File: src/rtl/io_step_harness_pkg.sv
// io_step_harness_pkg: opcodes, response bytes, FSM states and byte math
// shared by the step harness and its byte serializer.
package io_step_harness_pkg;

    typedef enum logic [7:0] {
        OP_SET_IN   = 8'h01,
        OP_READ_OUT = 8'h02,
        OP_STEP     = 8'h03,
        OP_RST_ON   = 8'h04,
        OP_RST_OFF  = 8'h05,
        OP_TRACE    = 8'h06,
        OP_RUN      = 8'h07,
        OP_HALT     = 8'h08
    } opcode_e;

    localparam logic [7:0] ACK_BYTE = 8'hAA;
    localparam logic [7:0] ERR_BYTE = 8'hEE;

    typedef enum logic [2:0] {
        ST_IDLE,
        ST_GET_ARGS,
        ST_STEP_HI,
        ST_STEP_LO,
        ST_RUN_IDLE,
        ST_SEND,
        ST_TRACE_SEND
    } state_e;

    typedef enum logic [1:0] {
        RSP_ACK,
        RSP_ERR,
        RSP_READ,
        RSP_TRACE
    } resp_e;

    function automatic int nbytes(input int w);
        return (w + 7) / 8;
    endfunction

endpackage

File: src/rtl/io_step_harness_tx_ser.sv
// io_step_tx_ser: loads a wide word and a byte count, then emits the
// bytes LSB-first, holding each byte until the PHY takes it.
module io_step_tx_ser
    import io_step_harness_pkg::*;
#(
    parameter int W  = 16,
    parameter int CW = 8
) (
    input  logic          clock,
    input  logic          reset,
    input  logic          load,
    input  logic [W-1:0]  word,
    input  logic [CW-1:0] count,
    output logic [7:0]    tx_data,
    output logic          tx_valid,
    input  logic          tx_ready,
    output logic          busy
);

    logic [W-1:0]  shreg;
    logic [CW-1:0] left;

    always_ff @(posedge clock) begin
        if (reset) begin
            tx_data  <= 8'h00;
            tx_valid <= 1'b0;
            shreg    <= '0;
            left     <= '0;
        end else if (load) begin
            tx_data  <= word[7:0];
            shreg    <= word >> 8;
            left     <= count - 1'b1;
            tx_valid <= 1'b1;
        end else if (tx_valid && tx_ready) begin
            if (left == '0) begin
                tx_valid <= 1'b0;
            end else begin
                tx_data <= shreg[7:0];
                shreg   <= shreg >> 8;
                left    <= left - 1'b1;
            end
        end
    end

    assign busy = tx_valid;

endmodule

File: src/rtl/io_step_harness.sv
// io_step_harness: byte-command debug core driving a chip's inputs, clock
// and reset. Define HARNESS_TRACE_EN for the TRACE opcode and sample buffer.
module io_step_harness
    import io_step_harness_pkg::*;
#(
    parameter int IO_IN_W     = 12,
    parameter int IO_OUT_W    = 12,
    parameter int TRACE_DEPTH = 16
) (
    input  logic                clock,
    input  logic                reset,
    input  logic [7:0]          rx_data,
    input  logic                rx_valid,
    output logic                rx_ready,
    output logic [7:0]          tx_data,
    output logic                tx_valid,
    input  logic                tx_ready,
    output logic [IO_IN_W-1:0]  chip_inputs,
    input  logic [IO_OUT_W-1:0] chip_outputs,
    output logic                chip_clock,
    output logic                chip_reset
);

    localparam int NB_IN  = nbytes(IO_IN_W);
    localparam int NB_OUT = nbytes(IO_OUT_W);
    localparam int AW     = 8 * NB_IN;
    localparam int OB     = 8 * NB_OUT;
    localparam int CW     = $clog2(3 + TRACE_DEPTH * NB_OUT);
`ifdef HARNESS_TRACE_EN
    localparam int SW  = 8 * (2 + TRACE_DEPTH * NB_OUT);
    localparam int TIW = (TRACE_DEPTH > 1) ? $clog2(TRACE_DEPTH) : 1;
    localparam int TCW = $clog2(TRACE_DEPTH + 1);
`else
    localparam int SW = OB;
`endif

    state_e        state;
    resp_e         sel;
    resp_e         dec_rsp;
    logic          running;
    logic          load_pend;
    logic          dec_args;
    logic          is_step;
    logic          is_ack;
    logic          rx_fire;
    logic          ser_load;
    logic          ser_busy;
    logic [7:0]    cur_op;
    logic [7:0]    arg_idx;
    logic [8:0]    step_cnt;
    logic [AW-1:0] argbuf;
    logic [AW-1:0] nbuf;
    logic [SW-1:0] ser_word;
    logic [CW-1:0] ser_cnt;
`ifdef HARNESS_TRACE_EN
    logic [IO_OUT_W-1:0] tr_buf [TRACE_DEPTH];
    logic [TCW-1:0]      tr_cnt;
`endif

    assign rx_fire  = rx_valid && rx_ready;
    assign ser_load = load_pend &&
                      (state == ST_SEND || state == ST_TRACE_SEND);

    always_comb begin
        nbuf     = AW'({rx_data, argbuf} >> 8);
        is_step  = rx_data == OP_STEP;
`ifdef HARNESS_TRACE_EN
        is_step  = is_step || rx_data == OP_TRACE;
`endif
        is_ack   = rx_data inside {OP_RST_ON, OP_RST_OFF, OP_RUN, OP_HALT};
        dec_args = 1'b0;
        dec_rsp  = RSP_ACK;
        unique case (1'b1)
            rx_data == OP_SET_IN:   dec_args = 1'b1;
            rx_data == OP_READ_OUT: dec_rsp = RSP_READ;
            is_step: begin
                dec_args = !running;
                if (running) dec_rsp = RSP_ERR;
            end
            is_ack:  dec_rsp = RSP_ACK;
            default: dec_rsp = RSP_ERR;
        endcase
    end

    always_comb begin
        ser_word = '0;
        ser_cnt  = CW'(1);
        unique case (sel)
            RSP_ACK: ser_word[7:0] = ACK_BYTE;
            RSP_ERR: ser_word[7:0] = ERR_BYTE;
            RSP_READ: begin
                ser_word[IO_OUT_W-1:0] = chip_outputs;
                ser_cnt = CW'(NB_OUT);
            end
            default: begin
`ifdef HARNESS_TRACE_EN
                // count byte, samples in capture order, then ACK
                ser_word[7:0] = 8'(tr_cnt);
                for (int i = 0; i < TRACE_DEPTH; i++)
                    if (i < int'(tr_cnt))
                        ser_word[8 + i * OB +: IO_OUT_W] = tr_buf[i];
                ser_word[8 + int'(tr_cnt) * OB +: 8] = ACK_BYTE;
                ser_cnt = CW'(2 + int'(tr_cnt) * NB_OUT);
`else
                ser_word[7:0] = ERR_BYTE;
`endif
            end
        endcase
    end

    always_ff @(posedge clock) begin
        if (reset) begin
            state       <= ST_IDLE;
            sel         <= RSP_ACK;
            rx_ready    <= 1'b0;
            chip_inputs <= '0;
            chip_clock  <= 1'b0;
            chip_reset  <= 1'b1;
            running     <= 1'b0;
            load_pend   <= 1'b0;
            cur_op      <= 8'h00;
            arg_idx     <= 8'h00;
            step_cnt    <= 9'd0;
            argbuf      <= '0;
`ifdef HARNESS_TRACE_EN
            tr_cnt      <= '0;
`endif
        end else begin
            if (running) chip_clock <= ~chip_clock;
            unique case (state)
                ST_IDLE, ST_RUN_IDLE: begin
                    rx_ready <= 1'b1;
                    if (rx_fire) begin
                        cur_op  <= rx_data;
                        arg_idx <= 8'h00;
                        if (rx_data == OP_RST_ON)  chip_reset <= 1'b1;
                        if (rx_data == OP_RST_OFF) chip_reset <= 1'b0;
                        if (rx_data == OP_RUN)     running <= 1'b1;
                        // halting lets a high phase finish by forcing low
                        if (rx_data == OP_HALT) begin
                            running    <= 1'b0;
                            chip_clock <= 1'b0;
                        end
                        if (dec_args) begin
                            state <= ST_GET_ARGS;
                        end else begin
                            state     <= ST_SEND;
                            rx_ready  <= 1'b0;
                            load_pend <= 1'b1;
                            sel       <= dec_rsp;
                        end
                    end
                end
                ST_GET_ARGS: begin
                    if (rx_fire && cur_op == OP_SET_IN) begin
                        argbuf  <= nbuf;
                        arg_idx <= arg_idx + 1'b1;
                        if (arg_idx == 8'(NB_IN - 1)) begin
                            chip_inputs <= nbuf[IO_IN_W-1:0];
                            state       <= ST_SEND;
                            rx_ready    <= 1'b0;
                            load_pend   <= 1'b1;
                            sel         <= RSP_ACK;
                        end
                    end else if (rx_fire) begin
                        step_cnt   <= (rx_data == 8'h00) ?
                                      9'd256 : {1'b0, rx_data};
                        chip_clock <= 1'b1;
                        state      <= ST_STEP_HI;
                        rx_ready   <= 1'b0;
`ifdef HARNESS_TRACE_EN
                        tr_cnt     <= '0;
`endif
                    end
                end
                ST_STEP_HI: begin
                    chip_clock <= 1'b0;
                    step_cnt   <= step_cnt - 1'b1;
                    state      <= ST_STEP_LO;
                end
                ST_STEP_LO: begin
`ifdef HARNESS_TRACE_EN
                    if (cur_op == OP_TRACE &&
                        int'(tr_cnt) < TRACE_DEPTH) begin
                        tr_buf[tr_cnt[TIW-1:0]] <= chip_outputs;
                        tr_cnt <= tr_cnt + 1'b1;
                    end
`endif
                    if (step_cnt == 9'd0) begin
                        load_pend <= 1'b1;
                        if (cur_op == OP_TRACE) begin
                            state <= ST_TRACE_SEND;
                            sel   <= RSP_TRACE;
                        end else begin
                            state <= ST_SEND;
                            sel   <= RSP_ACK;
                        end
                    end else begin
                        chip_clock <= 1'b1;
                        state      <= ST_STEP_HI;
                    end
                end
                ST_SEND, ST_TRACE_SEND: begin
                    if (load_pend) begin
                        load_pend <= 1'b0;
                    end else if (!ser_busy) begin
                        state    <= running ? ST_RUN_IDLE : ST_IDLE;
                        rx_ready <= 1'b1;
                    end
                end
                default: state <= ST_IDLE;
            endcase
        end
    end

    io_step_tx_ser #(
        .W  (SW),
        .CW (CW)
    ) u_ser (
        .clock    (clock),
        .reset    (reset),
        .load     (ser_load),
        .word     (ser_word),
        .count    (ser_cnt),
        .tx_data  (tx_data),
        .tx_valid (tx_valid),
        .tx_ready (tx_ready),
        .busy     (ser_busy)
    );

endmodule

File: config.mk
export PLATFORM = sky130hd
export DESIGN_NAME = io_step_harness
export DESIGN_NICKNAME = d
export VERILOG_FILES = /design/src/rtl/io_step_harness_pkg.sv /design/src/rtl/io_step_harness_tx_ser.sv /design/src/rtl/io_step_harness.sv
export SDC_FILE = /design/constraint.sdc
export NUM_CORES = 1
export LEC_CHECK = 0
export BUFFER_PORTS_ARGS = -buffer_cell sky130_fd_sc_hd__buf_4
export CORE_MARGIN = 3
export CORE_UTILIZATION = 35
export CTS_BUF_LIST = sky130_fd_sc_hd__clkbuf_8
export DETAILED_ROUTE_END_ITERATION = 7
export HOLD_SLACK_MARGIN = 0.02
export PLACE_DENSITY = 0.65
export SETUP_SLACK_MARGIN = 0.15
export SYNTH_ARGS = -nofsm -noshare
export SYNTH_HDL_FRONTEND = slang
export SYNTH_SLANG_ARGS = --single-unit
File: constraint.sdc
create_clock -name clock -period 1.9 [get_ports clock]
set_clock_uncertainty 0.2 [all_clocks]
set_input_delay 0.285 -clock clock [delete_from_list [all_inputs] [get_ports clock]]
set_output_delay 0.285 -clock clock [all_outputs]
set_load 0.005 [all_outputs]
# --- Word level (Yosys, flattened, before mapping) ---
# Index checks and enable logic that the tools add are counted.
word_totals:
  reg_bits: 82
  in_bits: 24
  out_inout_bits: 24
  elab_cells: 155
classes:
  add_sub_neg: 4
  eq_ne: 29
  muxes: 68
  n_bitwise: 1
  reduce_logical: 37
op_table:
  columns: ["cell", "n"]
  rows:
  - ["$mux W8", 5]
  - ["$eq A8 B3 Y1 const B", 4]
  - ["$pmux W8 S2", 2]
  - ["$mux W3", 9]
  - ["$mux W9", 3]
  - ["$mux W1", 26]
  - ["$eq A8 B1 Y1 const B", 3]
  - ["$ne A2 B2 Y1 const B", 10]
  - ["$mux W6", 3]
  - ["$pmux W9 S2", 1]
  - ["$eq A8 B2 Y1 const B", 2]
  - ["$mux W2", 8]
  - ["$mux W4", 4]
  - ["$pmux W3 S5", 1]
  - ["$reduce_and A3 Y1", 5]
  - ["$pmux W2 S3", 2]
  - ["$reduce_and A6 Y1", 2]
  - ["$reduce_bool A2 Y1", 6]
  - ["$reduce_and A5 Y1", 2]
  - ["$eq A3 B3 Y1 const B", 3]
  - ["$logic_not A9 Y1", 1]
  - ["$sub A9 B1 Y9 const B", 1]
  - ["$add A8 B1 Y8 const B", 1]
  - ["$eq A8 B4 Y1 const B", 1]
  - ["21 further kinds", 34]

# --- Depth between registers and ports, before layout ---
logic_depth:
  word_depth: 7
  depth_mapped: 8
  ltp_nobuf: 7

# --- Modules after synthesis ---
# From an unflattened synthesis, not the netlist that was laid out.
hier_totals:
  cells_unflattened: 494
  hier_area_um2: 4048.9
modules_own_cells:
  columns: ["module", "n_inst", "cells_each", "area_each_um2", "seq_area_each_um2"]
  rows:
  - ["io_step_harness", 1, 361, 2920.3, 1101.1]
  - ["io_step_tx_ser", 1, 133, 1128.6, 460.4]

# --- Worst setup path before layout ---
# Ideal clock, no wire load.
synth_timing:
  kind: "reg-to-reg"
  start: "register arg_idx[0]"
  end: "register sel[0]"
  setup_time_ns: 0.131
  arrival_time_ns: 1.745
  required_ns: 1.569
  setup_slack_ns: -0.176
  stages_incl_launch_ff: 7
  n_path_buf: 0
  period_less_slack_ns: 2.076
  cell_sequence: "dfxtp_1 ha_1 nor4b_1 nand2_1 o311ai_2 nor4bb_1 nor3_2"
synth_via:
  elab_chain_len: 3
synth_lines:
  columns: ["element", "line_no", "rtl"]
  rows:
  - ["from (decl)", "io_step_harness.sv:49", "logic [7:0] arg_idx;"]
  - ["from (signal assigned)", "io_step_harness.sv:157", "arg_idx <= arg_idx + 1'b1;"]
  - ["$eq A8 B1 Y1", "io_step_harness.sv:158", "if (arg_idx == 8'(NB_IN - 1)) begin"]
  - ["$ne A2 B2 Y1 (no source line)", null, null]
  - ["$reduce_and A6 Y1 (no source line)", null, null]
  - ["to (signal assigned)", "io_step_harness.sv:150", "sel <= dec_rsp;"]
  - ["to (decl)", "io_step_harness.sv:38", "resp_e sel;"]
# Every way passes these cells.
# A chain may end at the register's enable or synchronous reset.

# --- Worst setup path after layout ---
layout_timing:
  start: "register cur_op[7]"
  end: "register arg_idx[2]"
layout_via:
  elab_chain_len: 4
layout_lines:
  columns: ["element", "line_no", "rtl"]
  rows:
  - ["from (decl)", "io_step_harness.sv:48", "logic [7:0] cur_op;"]
  - ["from (signal assigned)", "io_step_harness.sv:134", "cur_op <= rx_data;"]
  - ["$eq A8 B1 Y1", "io_step_harness.sv:155", "if (rx_fire && cur_op == OP_SET_IN) begin"]
  - ["$logic_and A1 B1 Y1", "io_step_harness.sv:155", null]
  - ["$ne A2 B2 Y1 (no source line)", null, null]
  - ["$reduce_and A3 Y1 (no source line)", null, null]
# Every way passes these cells.

==> run metrics <==
Simple-Gate Fraction of Synth Area=0.2560; Row Count=36; placed instance area=4882 sq um; share of cells above drive strength 1=0.5130; post-route cell area=6073 sq um; Post-synth top cells=74 x dfxtp_1, 65 x nand2_1, 52 x nor2_1; PD cells=677.0 nW/um^2; port bufs=47; FF-to-FF End=arg_idx[2]; failing checks=negative setup slack; post-synthesis sequential area ratio=0.4015; post-route setup TNS=-1562 ps; DRT Pass-1 Iters=5; dpl hpwl=7572 um; Ports=48; most frequent cell after synthesis=dfxtp_1; count of final setup violators=32; clock sink count=74; area share of fa/ha/maj cells after synthesis=0.01695; slew at the pin closest to its max-slew limit=412.8 ps; crit path cell chain=nor4_4, buf_4, and4_4, buf_6, buf_4, nand2_2, xnor2_1, nor2_1; crit path max fanout=6; Reg clk slew, reported paths=90 ps; Die H=108.7 um; Max Root-Sink Buffers=2; Comb power frac=0.283; largest net degree at the start of global routing=34; status=complete, but fails checks; Synth Area in Compound Gates=0.2136; initial antenna violation count=0; EDFF count, synth=0; CP Capture Type=flip-flop; Area contributors post-synth=dfxtp_1 40%, nand2_1 6.6%, a21oi_1 6.2%, nor2_1 5.3%, mux2i_1 3.5%; final slew viol count=0; # placed instances=689; mux cell area share after synthesis=0.03527; synthesized area=3690 sq um; max incr delay on CP=380 ps; vias in the first global route=3874; CP arrival=2080 ps; Initial Util=0.3690; Clk network pwr share=0.302; share of flip-flops with an asynchronous set or reset=0; Placeable Area=10000 sq um; wire length per cell=16.13 um; worst setup path start=cur_op[7]; DRC=0; Routability Congestion=0.8781; RSZ-0062 raised after global routing=yes; slowest library cell on the worst path=nor4_4; Lkg Pwr=2.327 nW; CTS buffer count=9; sequential share of power=0.415; final setup margin=-131.5 ps; antenna viol nets, final=0; first-pass GRT wire length=18440 um; area of the die=11810 sq um; post-synth net total=478; Chip Width=108.7 um; Worst slew margin=0.7248; Cells after Synth=449; yosys warns=0; most used cell, CP=buf_4; XOR/XNOR Fraction of Synth Area=0.03323; detailed-route wire length=12080 um; largest family of logic cells by synthesized area=simple AND/OR/NAND/NOR gates; Pint=2.813 mW; all-layer global routing usage=0.1948; worst-case vdd ir drop=356.5 uV; worst skew pair latency=360 ps; most used flip-flop cell after synthesis=dfxtp_1; switching power=1.299 mW; Fmax=492.2 MHz; dominant cell type by area after synthesis=dfxtp_1; initial DRC count=196; r2r startpoint=cur_op[7]; Max-Cap Viols=0; synthesized area per cell=8.218 sq um; clock root buffer=clkbuf_8; Via density=5.324; Post-Layout Cell Count=749; Net Sw Frac=0.3159; startpoint types=flip-flop; Hold Vio Cnt, Final=0; top cell type's share of synthesized area=0.4015; Worst setup endpoint=arg_idx[2]; Area growth, synth to finish=64.60%; # diodes=0; Yosys reg bits=74; Hold Crit Start=tx_ready; fillers=844; Final Critical Period=2032 ps; R2R setup slack=-130 ps; Final Util=0.6074; R2R cell count=8; Worst EP required=1950 ps; H-tree levels=3; Crit Path Class=reg -> reg; TritonCTS clock tree=yes; GRT overflow=0; nets@finish=640; Tcrit/Tclk final=1.069; hold_ws=39.92 ps; Yosys cell types=67; HP Class=in -> reg; vias=3988
[area by class of cell]
cell class              count  area (sq um)  area share
clock inverters             7         68.82     0.01133
repair buffers            177          1514      0.2493
inverters                  13         48.80    0.008035
well taps                 133         166.4     0.02740
clock buffers               9         123.9     0.02040
flip-flops and latches     74          1509      0.2485
multi-input cells         336          2643      0.4351
[layer usage]
layer | global-route usage | share of wire
met3 | 0.03434 | 0.050
met5 | 0 | 0
met2 | 0.3279 | 0.50
met4 | 0.07574 | 0.021
met1 | 0.2480 | 0.43
[cell families (layout without fill, tap and decap cells)]
logic type      count (synthesis)  count (layout)
buf+inv                        40             206
flops                          74              74
simple gates                  188             189
compound gates                115             115
mux                            13              13
xor+xnor                       14              14
fa+ha+maj                       5               5
[power by group through the flow]
stage	clock, mW	combinational, mW	sequential, mW
2_1_floorplan	0	0.507	1.71
4_1_cts	1.26	1.01	1.69
3_5_place_dp	0	0.872	1.72
3_3_place_gp	0	0.857	1.72
5_1_grt	1.32	1.26	1.72
6_report	1.24	1.16	1.71
[cell usage in the layout, fill, tap and decap left out, types with 7 or more instances in the layout]
cell type      count
a21oi_1           29
mux2i_1           11
nor2_1            48
buf_6             22
dlygate4sd3_1      8
nand2_2           15
buf_4            140
xnor2_1            9
a211oi_2           7
nand2b_1           7
clkbuf_8           9
o21ai_0            9
nor3_1            12
dfxtp_2           16
inv_1              8
dfxtp_1           56
nand2_1           48
a21oi_2           17
[how the worst min path moves through the flow]
| stage | to | slack (ps) | depth (start not counted) |
|---|---|---|---|
| after floorplan | cur_op[7] | 210 | 2 |
| after global placement | u_ser.tx_data[2] | 240 | 2 |
| after detailed placement | u_ser.tx_data[5] | 250 | 2 |
| after CTS | u_ser.busy | 30 | 3 |
| after global routing | chip_inputs[9] | 50 | 3 |
| final | u_ser.busy | 40 | 3 |
[repair_timing]
item,4_1_cts,5_1_grt
gates cloned,1,1
endpoints found under the hold margin,7,0
buffers inserted,16,18
endpoints found under the setup margin,64,71
resized for setup,65,94
hold buffers,8,0
pin swaps,47,59
[per-stage QoR]
stage	setup slack, ps	power, mW
after floorplan	-4.113	2.218
final	-131.5	4.112
after global routing	-174.3	4.291
after global placement	-249.6	2.580
after detailed placement	-267.7	2.596
after CTS	-55.39	3.958
[critical path: cells and delay by family (launching register included)]
family / cells / cell delay, ps
simple gates: 4 / 750
xor+xnor: 1 / 160
flops: 1 / 340
buf+inv: 3 / 450
[sequential cells by signal, indices dropped and copies added (netlist names), 2 cells and up]
name	cells
chip_inputs	12
step_cnt	9
arg_idx	8
argbuf	8
cur_op	8
u_ser.tx_data	8
u_ser.left	6
u_ser.shreg	4
state	3
sel	2
No activity file was read; power rests on OpenSTA's default activity.
